<file path="config.mk">
export PLATFORM = sky130hd
export DESIGN_NAME = llmint8_linear_scheduler
export DESIGN_NICKNAME = d
export VERILOG_FILES = /design/src/rtl/llmint8_sched_pkg.sv /design/src/rtl/llmint8_credit_counter.sv /design/src/rtl/llmint8_linear_scheduler.sv
export SDC_FILE = /design/constraint.sdc
export NUM_CORES = 1
export LEC_CHECK = 0
export CAP_MARGIN = 25
export CORE_ASPECT_RATIO = 1.1
export CORE_MARGIN = 2
export CORE_UTILIZATION = 42
export CTS_CLUSTER_DIAMETER = 200
export CTS_CLUSTER_SIZE = 8
export DETAILED_ROUTE_END_ITERATION = 12
export GPL_TIMING_DRIVEN = 0
export PLACE_DENSITY = 0.6
export RECOVER_POWER = 100
export SYNTH_ARGS = -nofsm -noshare
export SYNTH_HDL_FRONTEND = slang
export SYNTH_SLANG_ARGS = --single-unit
</file>
<file path="constraint.sdc">
create_clock -name clk -period 4.7 [get_ports clk]
set_input_delay 1.175 -clock clk [delete_from_list [all_inputs] [get_ports clk]]
set_output_delay 1.175 -clock clk [all_outputs]
set_load 0.01 [all_outputs]
</file>
<file path="src/rtl/llmint8_sched_pkg.sv">
// Shared types and width helpers for the int8 linear-layer scheduler.
package llmint8_sched_pkg;

  typedef enum logic [1:0] {
    ST_IDLE  = 2'd0,
    ST_ISSUE = 2'd1,
    ST_DRAIN = 2'd2,
    ST_DONE  = 2'd3
  } sched_state_t;

  // Width of an index into x items; never narrower than one bit.
  function automatic int clog2_min1(input int x);
    return ($clog2(x) < 1) ? 1 : $clog2(x);
  endfunction

endpackage

</file>
<file path="src/rtl/llmint8_credit_counter.sv">
// Saturating up/down credit counter with full/empty flags and underflow detect.
module llmint8_credit_counter
  import llmint8_sched_pkg::*;
#(
  parameter int MAX_COUNT = 4,
  parameter int CNT_W     = clog2_min1(MAX_COUNT + 1)
) (
  input  logic clk,
  input  logic rst,
  input  logic clr,
  input  logic inc,
  input  logic dec,
  output logic full,
  output logic empty,
  output logic full_nxt,
  output logic underflow
);

  logic [CNT_W-1:0] count_r;
  logic [CNT_W-1:0] count_nxt_s;
  logic             inc_ok_s;
  logic             dec_ok_s;

  assign full      = (count_r == CNT_W'(MAX_COUNT));
  assign empty     = (count_r == '0);
  assign full_nxt  = (count_nxt_s == CNT_W'(MAX_COUNT));
  // A decrement with nothing outstanding is flagged and otherwise ignored.
  assign underflow = dec & empty;

  // Next count: saturate at both ends, simultaneous inc/dec cancel out.
  always_comb begin
    inc_ok_s    = inc & ~full;
    dec_ok_s    = dec & ~empty;
    count_nxt_s = count_r;
    if (clr) begin
      count_nxt_s = '0;
    end else if (inc_ok_s && !dec_ok_s) begin
      count_nxt_s = count_r + CNT_W'(1);
    end else if (dec_ok_s && !inc_ok_s) begin
      count_nxt_s = count_r - CNT_W'(1);
    end else begin
      count_nxt_s = count_r;
    end
  end

  // Credit count register.
  always_ff @(posedge clk or negedge rst) begin
    if (!rst) begin
      count_r <= '0;
    end else begin
      count_r <= count_nxt_s;
    end
  end

endmodule

</file>
<file path="src/rtl/llmint8_linear_scheduler.sv">
// Command sequencer for the int8 dequantizing linear datapath: walks
// rows x output blocks x input tiles, throttles open output blocks with a
// credit counter, and counts returned results to detect layer completion.
module llmint8_linear_scheduler
  import llmint8_sched_pkg::*;
#(
  parameter int IN_DEPTH        = 4,
  parameter int OUT_DEPTH       = 8,
  parameter int ROW_W           = 16,
  parameter int MAX_OUTSTANDING = 4,
  parameter int ACT_ADDR_W      = ROW_W + clog2_min1(IN_DEPTH),
  parameter int W_ADDR_W        = clog2_min1(OUT_DEPTH * IN_DEPTH),
  parameter int B_ADDR_W        = clog2_min1(OUT_DEPTH)
) (
  input  logic                  clk,
  input  logic                  rst,
  input  logic                  start,
  input  logic [ROW_W-1:0]      cfg_rows,
  output logic                  busy,
  output logic                  done,
  output logic                  err,
  output logic                  cmd_valid,
  input  logic                  cmd_ready,
  output logic [ACT_ADDR_W-1:0] cmd_act_addr,
  output logic [W_ADDR_W-1:0]   cmd_weight_addr,
  output logic [B_ADDR_W-1:0]   cmd_bias_addr,
  output logic                  cmd_first,
  output logic                  cmd_last,
  input  logic                  result_valid,
  input  logic                  result_ready
);

  localparam int TILE_W = clog2_min1(IN_DEPTH);
  localparam int CMP_W  = ROW_W + B_ADDR_W + 1;

  sched_state_t          state_r;
  logic [ROW_W-1:0]      rows_r;
  logic [ROW_W-1:0]      row_r;
  logic [TILE_W-1:0]     tile_r;
  logic [ACT_ADDR_W-1:0] act_base_r;
  logic [CMP_W-1:0]      done_cnt_r;
  logic [CMP_W-1:0]      target_r;
  logic                  busy_r, done_r, err_r, cmd_valid_r, cmd_first_r, cmd_last_r;
  logic [ACT_ADDR_W-1:0] cmd_act_addr_r;
  logic [W_ADDR_W-1:0]   cmd_weight_addr_r;
  logic [B_ADDR_W-1:0]   cmd_bias_addr_r;

  logic                  hs_s, res_hs_s, res_counted_s, accept_s;
  logic                  last_tile_s, last_blk_s, last_row_s, first_nxt_s, last_nxt_s;
  logic [TILE_W-1:0]     tile_nxt_s;
  logic [B_ADDR_W-1:0]   blk_nxt_s;
  logic [ROW_W-1:0]      row_nxt_s;
  logic [ACT_ADDR_W-1:0] act_base_nxt_s;
  logic [W_ADDR_W-1:0]   w_nxt_s;
  logic [CMP_W-1:0]      done_cnt_nxt_s;
  logic                  cred_inc_s, cred_full_s, cred_empty_s, cred_full_nxt_s, cred_underflow_s;

  assign hs_s           = cmd_valid_r & cmd_ready;
  assign res_hs_s       = result_valid & result_ready;
  assign res_counted_s  = res_hs_s & ~cred_empty_s;
  assign accept_s       = (state_r == ST_IDLE) & start;
  assign cred_inc_s     = hs_s & cmd_first_r & ~cred_full_s;
  assign done_cnt_nxt_s = done_cnt_r + CMP_W'(res_counted_s);

  llmint8_credit_counter #(
    .MAX_COUNT (MAX_OUTSTANDING)
  ) u_credit (
    .clk       (clk),
    .rst       (rst),
    .clr       (accept_s),
    .inc       (cred_inc_s),
    .dec       (res_hs_s),
    .full      (cred_full_s),
    .empty     (cred_empty_s),
    .full_nxt  (cred_full_nxt_s),
    .underflow (cred_underflow_s)
  );

  // Next beat position; bases step by IN_DEPTH so no multiplier is needed.
  always_comb begin
    last_tile_s    = (tile_r == TILE_W'(IN_DEPTH - 1));
    last_blk_s     = (cmd_bias_addr_r == B_ADDR_W'(OUT_DEPTH - 1));
    last_row_s     = (row_r == rows_r - ROW_W'(1));
    tile_nxt_s     = last_tile_s ? '0 : tile_r + TILE_W'(1);
    blk_nxt_s      = cmd_bias_addr_r;
    row_nxt_s      = row_r;
    act_base_nxt_s = act_base_r;
    w_nxt_s        = cmd_weight_addr_r + W_ADDR_W'(1);
    if (last_tile_s) begin
      if (last_blk_s) begin
        blk_nxt_s      = '0;
        row_nxt_s      = row_r + ROW_W'(1);
        act_base_nxt_s = act_base_r + ACT_ADDR_W'(IN_DEPTH);
        w_nxt_s        = '0;
      end else begin
        blk_nxt_s      = cmd_bias_addr_r + B_ADDR_W'(1);
      end
    end else begin
      blk_nxt_s      = cmd_bias_addr_r;
    end
    first_nxt_s = (tile_nxt_s == '0);
    last_nxt_s  = (tile_nxt_s == TILE_W'(IN_DEPTH - 1));
  end

  // Control FSM with registered status and command outputs.
  always_ff @(posedge clk or negedge rst) begin
    if (!rst) begin
      state_r           <= ST_IDLE;
      rows_r            <= '0;
      row_r             <= '0;
      tile_r            <= '0;
      act_base_r        <= '0;
      done_cnt_r        <= '0;
      target_r          <= '0;
      busy_r            <= 1'b0;
      done_r            <= 1'b0;
      err_r             <= 1'b0;
      cmd_valid_r       <= 1'b0;
      cmd_first_r       <= 1'b0;
      cmd_last_r        <= 1'b0;
      cmd_act_addr_r    <= '0;
      cmd_weight_addr_r <= '0;
      cmd_bias_addr_r   <= '0;
    end else begin
      done_r     <= 1'b0;
      done_cnt_r <= done_cnt_nxt_s;
      if (cred_underflow_s) begin
        err_r <= 1'b1;
      end
      case (state_r)
        ST_IDLE: begin
          if (start) begin
            rows_r            <= cfg_rows;
            target_r          <= CMP_W'(cfg_rows) * CMP_W'(OUT_DEPTH);
            err_r             <= 1'b0;
            busy_r            <= 1'b1;
            done_cnt_r        <= '0;
            row_r             <= '0;
            tile_r            <= '0;
            act_base_r        <= '0;
            cmd_act_addr_r    <= '0;
            cmd_weight_addr_r <= '0;
            cmd_bias_addr_r   <= '0;
            cmd_first_r       <= 1'b1;
            cmd_last_r        <= (IN_DEPTH == 1);
            if (cfg_rows == '0) begin
              state_r     <= ST_DONE;
              done_r      <= 1'b1;
              cmd_valid_r <= 1'b0;
            end else begin
              state_r     <= ST_ISSUE;
              cmd_valid_r <= 1'b1;
            end
          end else begin
            state_r <= ST_IDLE;
          end
        end
        ST_ISSUE: begin
          if (hs_s) begin
            if (last_tile_s && last_blk_s && last_row_s) begin
              state_r     <= ST_DRAIN;
              cmd_valid_r <= 1'b0;
            end else begin
              tile_r            <= tile_nxt_s;
              row_r             <= row_nxt_s;
              act_base_r        <= act_base_nxt_s;
              cmd_act_addr_r    <= act_base_nxt_s + ACT_ADDR_W'(tile_nxt_s);
              cmd_weight_addr_r <= w_nxt_s;
              cmd_bias_addr_r   <= blk_nxt_s;
              cmd_first_r       <= first_nxt_s;
              cmd_last_r        <= last_nxt_s;
              // A new block waits for a free credit; continuation beats never do.
              cmd_valid_r       <= ~(first_nxt_s & cred_full_nxt_s);
            end
          end else if (!cmd_valid_r) begin
            cmd_valid_r <= ~(cmd_first_r & cred_full_nxt_s);
          end else begin
            cmd_valid_r <= 1'b1;
          end
        end
        ST_DRAIN: begin
          if (done_cnt_nxt_s == target_r) begin
            state_r <= ST_DONE;
            done_r  <= 1'b1;
          end else begin
            state_r <= ST_DRAIN;
          end
        end
        ST_DONE: begin
          state_r <= ST_IDLE;
          busy_r  <= 1'b0;
        end
        default: begin
          state_r     <= ST_IDLE;
          busy_r      <= 1'b0;
          cmd_valid_r <= 1'b0;
        end
      endcase
    end
  end

  assign busy            = busy_r;
  assign done            = done_r;
  assign err             = err_r;
  assign cmd_valid       = cmd_valid_r;
  assign cmd_act_addr    = cmd_act_addr_r;
  assign cmd_weight_addr = cmd_weight_addr_r;
  assign cmd_bias_addr   = cmd_bias_addr_r;
  assign cmd_first       = cmd_first_r;
  assign cmd_last        = cmd_last_r;

endmodule
</file>
==> metrics.md, run 1 <==
| Metric | Value |
|---|---|
| Leakage | `3.37 nW` |
| CP Class | `register to register` |
| Initial Util | `42.9%` |
| WL per Instance | `17.4 µm` |
| Synth Instances | `806` |
| Async SR Flop Fraction | `100%` |
| Iteration-0 DRC Markers | `558` |
| Synth-to-layout area growth | `16.2%` |
| Die Ht | `139 µm` |
| TritonCTS clock tree | `done` |
| DR vias/cell | `5.86` |
| Core ar. | `16300 µm²` |
| Post-synthesis register bit count | `107` |
| Outcome | `finished, violations left` |
| Num rows | `49` |
| Least-Margin Pin Slew | `2780 ps` |
| Hold buffers post-CTS | `0` |
| WL final | `18800 µm` |
| Clk buf depth | `2` |
| Post-CTS setup buffer count | `0` |
| Number of port buffers | `53` |
| Core Util, Final | `49.9%` |
| CTS H-tree lvls | `3` |
| Worst setup margin | `264 ps` |
| Initial antenna violation count | `0` |
| Max cap viols | `1` |
| Filler cell count | `1566` |
| Synthesized area | `7000 µm²` |
| Hold WC Path Type | `register to register` |
| Total Routing Usage GR | `21.9%` |
| Placed Cells | `1065` |
| Worst-Skew Late Latency | `360 ps` |
| DPL Wire Length | `14100 µm` |
| DIE AREA | `17700 µm²` |
| Final Hold Viols | `0` |
| Setup violators final | `0` |
| Final worst-path cycle share | `94.4%` |
| Rel. slew slack | `-85.2%` |
| Layout Cells excl Fill | `1081` |
| Final net count | `912` |
| Synthesis Warnings | `0` |
| Worst EP arrival | `4680 ps` |
| Unique cell type count in the Yosys netlist | `70` |
| Via count | `6340` |
| Pin count of the biggest net entering global routing | `60` |
| Antenna Cells | `0` |
| Die X | `127 µm` |
| CTS clk-pin slew, worst paths | `80 ps` |
| Global-route wire length before repair | `31100 µm` |
| Max frequency | `0.225 GHz` |
| Max-slew violation count | `49` |
| Startpoint types | `register` |
| Crit. End Element | `register` |
| Total gr overflow | `0` |
| CTS buffer count | `9` |
| Data required time of the worst path | `4950 ps` |
| Layout cell share with drive strength beyond 1 | `4.45%` |
| Primary FF master, synth | `dfrtp_1` |
| Violated checks | `capacitance limit, slew limit` |
| Worst slack at placement | `-113 ps` |
| Syn_nets | `846` |
| I/O pin count | `54` |
| Clock Skew | `15.7 ps` |
| Sequential cell area fraction in the yosys report | `38.2%` |
| Worst-case vdd ir drop | `0.330 mV` |
| Worst Path Max Fanout | `10` |
| CTS Sinks | `107` |
| Clock root buffer | `clkbuf_16` |
| Tmin final | `4440 ps` |
| Vias in the first global route | `6146` |
| Post-synth EDFFs | `0` |
| DRC Markers | `0` |
| Gpl congestion | `0.897` |
| Final ANT Viol Nets | `0` |
| Syn Area/Cell | `8.69 µm²` |
| Pwr Density | `487 nW/µm²` |
| RSZ-0062 raised after global routing | `no` |
| First-pass DRT Iterations | `5` |
-- layout make-up --
class	count	area (µm²)	share of cell area [%]
multi-input cells	621	4010	49.3
flip-flops and latches	107	2680	32.9
repair buffers	55	557	6.85
well taps	204	255	3.14
clock buffers	9	225	2.77
plain buffers	52	201	2.48
clock inverters	7	106	1.31
inverters	26	97.6	1.20
-- where the power goes --
group	internal (mW)	leakage [nW]	switching [mW]
clock network	0.477	0.163	0.377
registers	1.11	1.44	0.223
logic	0.680	1.76	1.09
total	2.27	3.37	1.69
-- path summary, 6_finish.rpt --
path,startpoint,to,slack [ps],cells past startpoint
setup / recovery,target_r[3],cmd_bias_addr[0],260,12
hold / removal,cmd_act_addr[11],cmd_act_addr[11],490,1
min in group asynchronous,rst,cmd_weight_addr[3],1700,1
hold reg to reg,cmd_act_addr[11],cmd_act_addr[11],490,1
setup reg to reg,target_r[3],cmd_bias_addr[0],260,12
max in group asynchronous,rst,target_r[11],1430,1
-- cell usage in the layout (no fill, tap or decap), types with 4 or more instances in the layout --
cell type        synthesis  final
dfrtp_1                107    107
nand2_1                102    102
nor2_1                  63     64
nand3_1                 55     55
clkbuf_1                42     47
xnor2_1                 46     46
dlygate4sd3_1            0     33
o21ai_0                 29     32
inv_1                   26     26
xor2_1                  25     25
a21oi_1                 23     23
nor3_1                  19     20
clkdlybuf4s50_1          0     19
ha_1                    18     18
nand4_1                 17     17
and3_1                  14     14
nor4_1                  15     14
a22o_1                  14     14
o211ai_1                13     13
or4_1                   12     13
o2bb2ai_1               12     12
a31oi_1                 11     11
and2_1                  13      9
mux2i_1                  9      9
clkbuf_16                0      9
or3_1                    8      8
nand3b_1                 7      7
nor2b_1                  6      6
mux2_2                   6      6
buf_2                    7      5
or2_2                    5      5
nor3b_1                  5      5
xnor3_1                  5      5
nand2b_1                 5      5
and2_0                   0      4
a21o_1                   4      4
o31ai_1                  4      4
o221ai_1                 4      4
-- cells in the mapped netlist, types with 3 or more instances --
cell,instances,area share [%]
nand3_1,55,3.9
nor2_1,63,3.4
and4_1,3,0.38
a21o_1,4,0.43
o211ai_1,13,1.4
xnor2_1,46,5.8
ha_1,18,3.2
nor2b_1,6,0.54
o221ai_1,4,0.50
nand3b_1,7,0.75
o21ai_0,29,2.1
nand4_1,17,1.5
mux2_2,6,0.97
o21ai_1,3,0.21
nor3b_1,5,0.54
xnor3_1,5,1.6
or4_1,12,1.3
and3_1,14,1.3
xor2_1,25,3.1
nand2_1,102,5.5
nor3_1,19,1.4
nor4_1,15,1.3
a22o_1,14,1.8
dfrtp_1,107,38
buf_2,7,0.50
clkbuf_1,42,2.3
or2_2,5,0.45
and2_1,13,1.2
o31ai_1,4,0.43
a221o_1,3,0.43
inv_1,26,1.4
o2bb2ai_1,12,1.5
or3_1,8,0.71
nand2b_1,5,0.45
mux2i_1,9,1.3
a21oi_1,23,1.6
a311oi_1,3,0.38
a31oi_1,11,0.98
o2111ai_1,3,0.38
-- per-layer routing --
layer	share of wire (%)	routed length [µm]	track usage, %
met4	2.8	532	8.04
met1	44	8200	27.7
met5	0	0	0
met3	4.1	774	2.50
met2	49	9320	38.4
-- through the flow --
step / setup TNS (ps) / power [mW] / hold WS, ps / instance area (µm²)
after floorplan: 0 / 2.53 / 477 / 7000
after global placement: -188580 / 3.09 / 475 / 7790
after detailed placement: -113 / 3.14 / 479 / 7820
after CTS: 0 / 4.01 / 501 / 8150
after global routing: 0 / 4.25 / 512 / 8130
final: 0 / 3.96 / 495 / 8130
-- what timing repair did --
action / CTS / global route
gates resized for setup: 0 / 1
setup endpoints to repair: 0 / 2
endpoints found under the hold margin: 0 / 0
-- registers in the layout, summed over array words and instances, names as in the netlist --
name	count
cmd_weight_addr	5
row_r	16
state_r	2
tile_r	2
cmd_first	1
target_r	16
busy	1
cmd_valid	1
cmd_bias_addr	3
cmd_act_addr	18
err	1
act_base_r	16
cmd_last	1
done	1
u_credit.count_r	3
done_cnt_r	20
-- logic make-up after synthesis --
kind of cell	count (synthesis)	synth area share [%]
fa+ha+maj	18	3.22
compound gates	151	15.2
flops	107	38.2
other cells	1	0.0536
simple gates	360	26.2
buf+inv	78	4.36
mux	15	2.25
xor+xnor	76	10.5
-- critical path, stage by stage (launching register included) --
cell      delay, ps
dfrtp_1         400
clkbuf_1        270
inv_1           150
ha_1            300
nor3b_1         760
nand4_1         340
nor3b_1         250
o31ai_1         290
and2_0          310
or2_0           330
clkbuf_1        490
a21oi_1         160
a221o_1         280
Power figures use the tool's default switching activity.
==> run 2: changes to the inputs <==
--- a/config.mk
+++ b/config.mk
@@ -5,7 +5,6 @@
 export SDC_FILE = /design/constraint.sdc
 export NUM_CORES = 1
 export LEC_CHECK = 0
-export CAP_MARGIN = 25
 export CORE_ASPECT_RATIO = 1.1
 export CORE_MARGIN = 2
 export CORE_UTILIZATION = 42
==> run 2 against run 1 <==
Compared with the run above: the run still ends with capacitance limit, slew limit left; combinational power about the same; hold slack got worse by 3.7 ps; power decreased by 2.3%; critical path type is now input port to register; critical endpoint is now state_r[0].
==> metrics.md, run 2 (synthesized netlist as in run 1, its figures left out) <==
| Metric | Value |
|---|---|
| Outcome | `finished, violations left` |
| Violated checks | `capacitance limit, slew limit` |
| Initial Util | `42.9% (unchanged)` |
| WL final | `18700 µm (-0.50%)` |
| CP Class | `input port to register` |
| Antenna Cells | `0 (unchanged)` |
| Commonest cells after routing, fill and taps aside | `dfrtp_1, nand2_1, nor2_1` |
| Hold WC Path Type | `register to register` |
| Rel. slew slack | `-86.1% (-0.85 points)` |
| Clk buf depth | `2 (unchanged)` |
| RSZ-0062 raised after global routing | `no` |
| Worst Path Max Fanout | `7 (-3)` |
| DIE AREA | `17700 µm² (unchanged)` |
| Via count | `6310 (-0.47%)` |
| Tmin final | `4320 ps (-113 ps)` |
| WL per Instance | `17.3 µm (-0.41%)` |
| First-pass DRT Iterations | `4 (-1)` |
| Num rows | `49 (unchanged)` |
| Leakage | `3.35 nW (-0.41%)` |
| Gpl congestion | `0.897 (unchanged)` |
| Most flops, register | `done_cnt_r` |
| CTS buffer count | `9 (unchanged)` |
| Worst-case vdd ir drop | `0.273 mV (-17%)` |
| CTS H-tree lvls | `3 (unchanged)` |
| Pwr Density | `477 nW/µm² (-2.0%)` |
| Worst slack at placement | `-452 ps (-339 ps)` |
| Startpoint types | `input port` |
| Clock root buffer | `clkbuf_16` |
| Post-CTS setup buffer count | `0 (unchanged)` |
| Least-Margin Pin Slew | `2790 ps (+12.7 ps)` |
| Setup violators final | `0 (unchanged)` |
| Die Ht | `139 µm (unchanged)` |
| Number of port buffers | `53 (unchanged)` |
| Met2 usage | `37.8% (-0.57 points)` |
| Crit. End Element | `register` |
| Final Hold Viols | `0 (unchanged)` |
| TritonCTS clock tree | `done` |
| Most common library cell in the layout ignoring fill and taps | `dfrtp_1` |
| Die X | `127 µm (unchanged)` |
| Final net count | `911 (-0.11%)` |
| Worst setup margin | `377 ps (+113 ps)` |
| GR Layer Usage met1 | `27.5% (-0.11 points)` |
| Worst-Skew Late Latency | `370 ps (about the same)` |
| DRC Markers | `0 (unchanged)` |
| Total Routing Usage GR | `21.8% (-0.036 points)` |
| Iteration-0 DRC Markers | `445 (-20%)` |
| Worst EP arrival | `4600 ps (-80 ps)` |
| Total gr overflow | `0 (unchanged)` |
| Synth-to-layout area growth | `15.7%` |
| Data required time of the worst path | `4980 ps (+30 ps)` |
| Global-route wire length before repair | `31100 µm (about the same)` |
| Layout Cells excl Fill | `1080 (-0.093%)` |
| Final worst-path cycle share | `92.0% (-2.4 points)` |
| Vias in the first global route | `6219 (+1.2%)` |
| Grt met3 use | `2.27% (-0.23 points)` |
| Layout cell share with drive strength beyond 1 | `4.57% (+0.12 points)` |
| Filler cell count | `1568 (+0.13%)` |
| Final ANT Viol Nets | `0 (unchanged)` |
| Placed Cells | `1064 (-0.094%)` |
| Initial antenna violation count | `0 (unchanged)` |
| DR vias/cell | `5.84 (-0.38%)` |
| Max cap viols | `1 (unchanged)` |
| Max-slew violation count | `49 (unchanged)` |
| Max frequency | `0.231 GHz (+2.6%)` |
| DPL Wire Length | `14200 µm (+0.35%)` |
| I/O pin count | `54 (unchanged)` |
| CTS clk-pin slew, worst paths | `80 ps (about the same)` |
| Core ar. | `16300 µm² (unchanged)` |
| Pin count of the biggest net entering global routing | `60 (unchanged)` |
| Max reg flops | `20 (unchanged)` |
| CTS Sinks | `107 (unchanged)` |
| Core Util, Final | `49.7% (-0.20 points)` |
| Gr busiest metal | `met2` |
| Clock Skew | `13.3 ps (-2.38 ps)` |
==> run 2: path summary, 6_finish.rpt <==
path	from	end	slack [ps]	depth (start not counted)
min	cmd_act_addr[3]	cmd_act_addr[3]	490	1
max	result_valid	state_r[0]	380	12
min reg2reg	cmd_act_addr[3]	cmd_act_addr[3]	490	1
max reg2reg	target_r[3]	state_r[1]	380	12
max in group asynchronous	rst	row_r[10]	1430	1
min in group asynchronous	rst	act_base_r[7]	1710	1
==> run 2: layout make-up <==
type	instances	area, µm²	share of cell area [%]
tap	204	255	3.15
clock buffer	9	225	2.78
buffer	52	203	2.50
multi-input combinational	621	4020	49.7
sequential	107	2680	33.1
inverter	26	97.6	1.20
clock inverter	7	66.3	0.819
timing repair buffer	54	552	6.81
==> run 2: what timing repair did <==
item,4_1_cts,5_1_grt
setup endpoints to repair,1,1
hold buffers,0,0
gates resized for setup,1,1
hold endpoints to repair,0,0
==> run 2: power by group <==
part	switching (mW)	leakage, nW	internal [mW]	total [mW]
Sequential	0.224	1.44	1.11	1.34
Combinational	1.09	1.77	0.682	1.77
Clock	0.386	0.138	0.374	0.760
==> run 2: critical path, cell delays in order <==
cell and delay, ps:
dlygate4sd3_1 550, nand2_1 90, nor2_1 300, ha_1 320, nand3_1 310, nor4_4 430
nand3_1 210, xnor2_1 170, a2111o_1 380, nor4_1 380, a31oi_1 150, mux2i_1 140
==> run 2: stage by stage <==
step	hold WS [ps]	power [mW]	setup TNS (ps)	instance area, µm²
floorplan	477	2.53	0	7000
global placement	475	3.09	-188580	7790
detailed placement	479	3.14	-782	7810
CTS	502	3.92	0	8110
global route	511	4.15	0	8100
finish	491	3.86	0	8100
==> run 2: routing by layer <==
layer  up-vias  wire (µm)
li1       3032          -
met1      3086       8260
met2       152       9300
met3        40        563
met4         0        616
met5         -          0
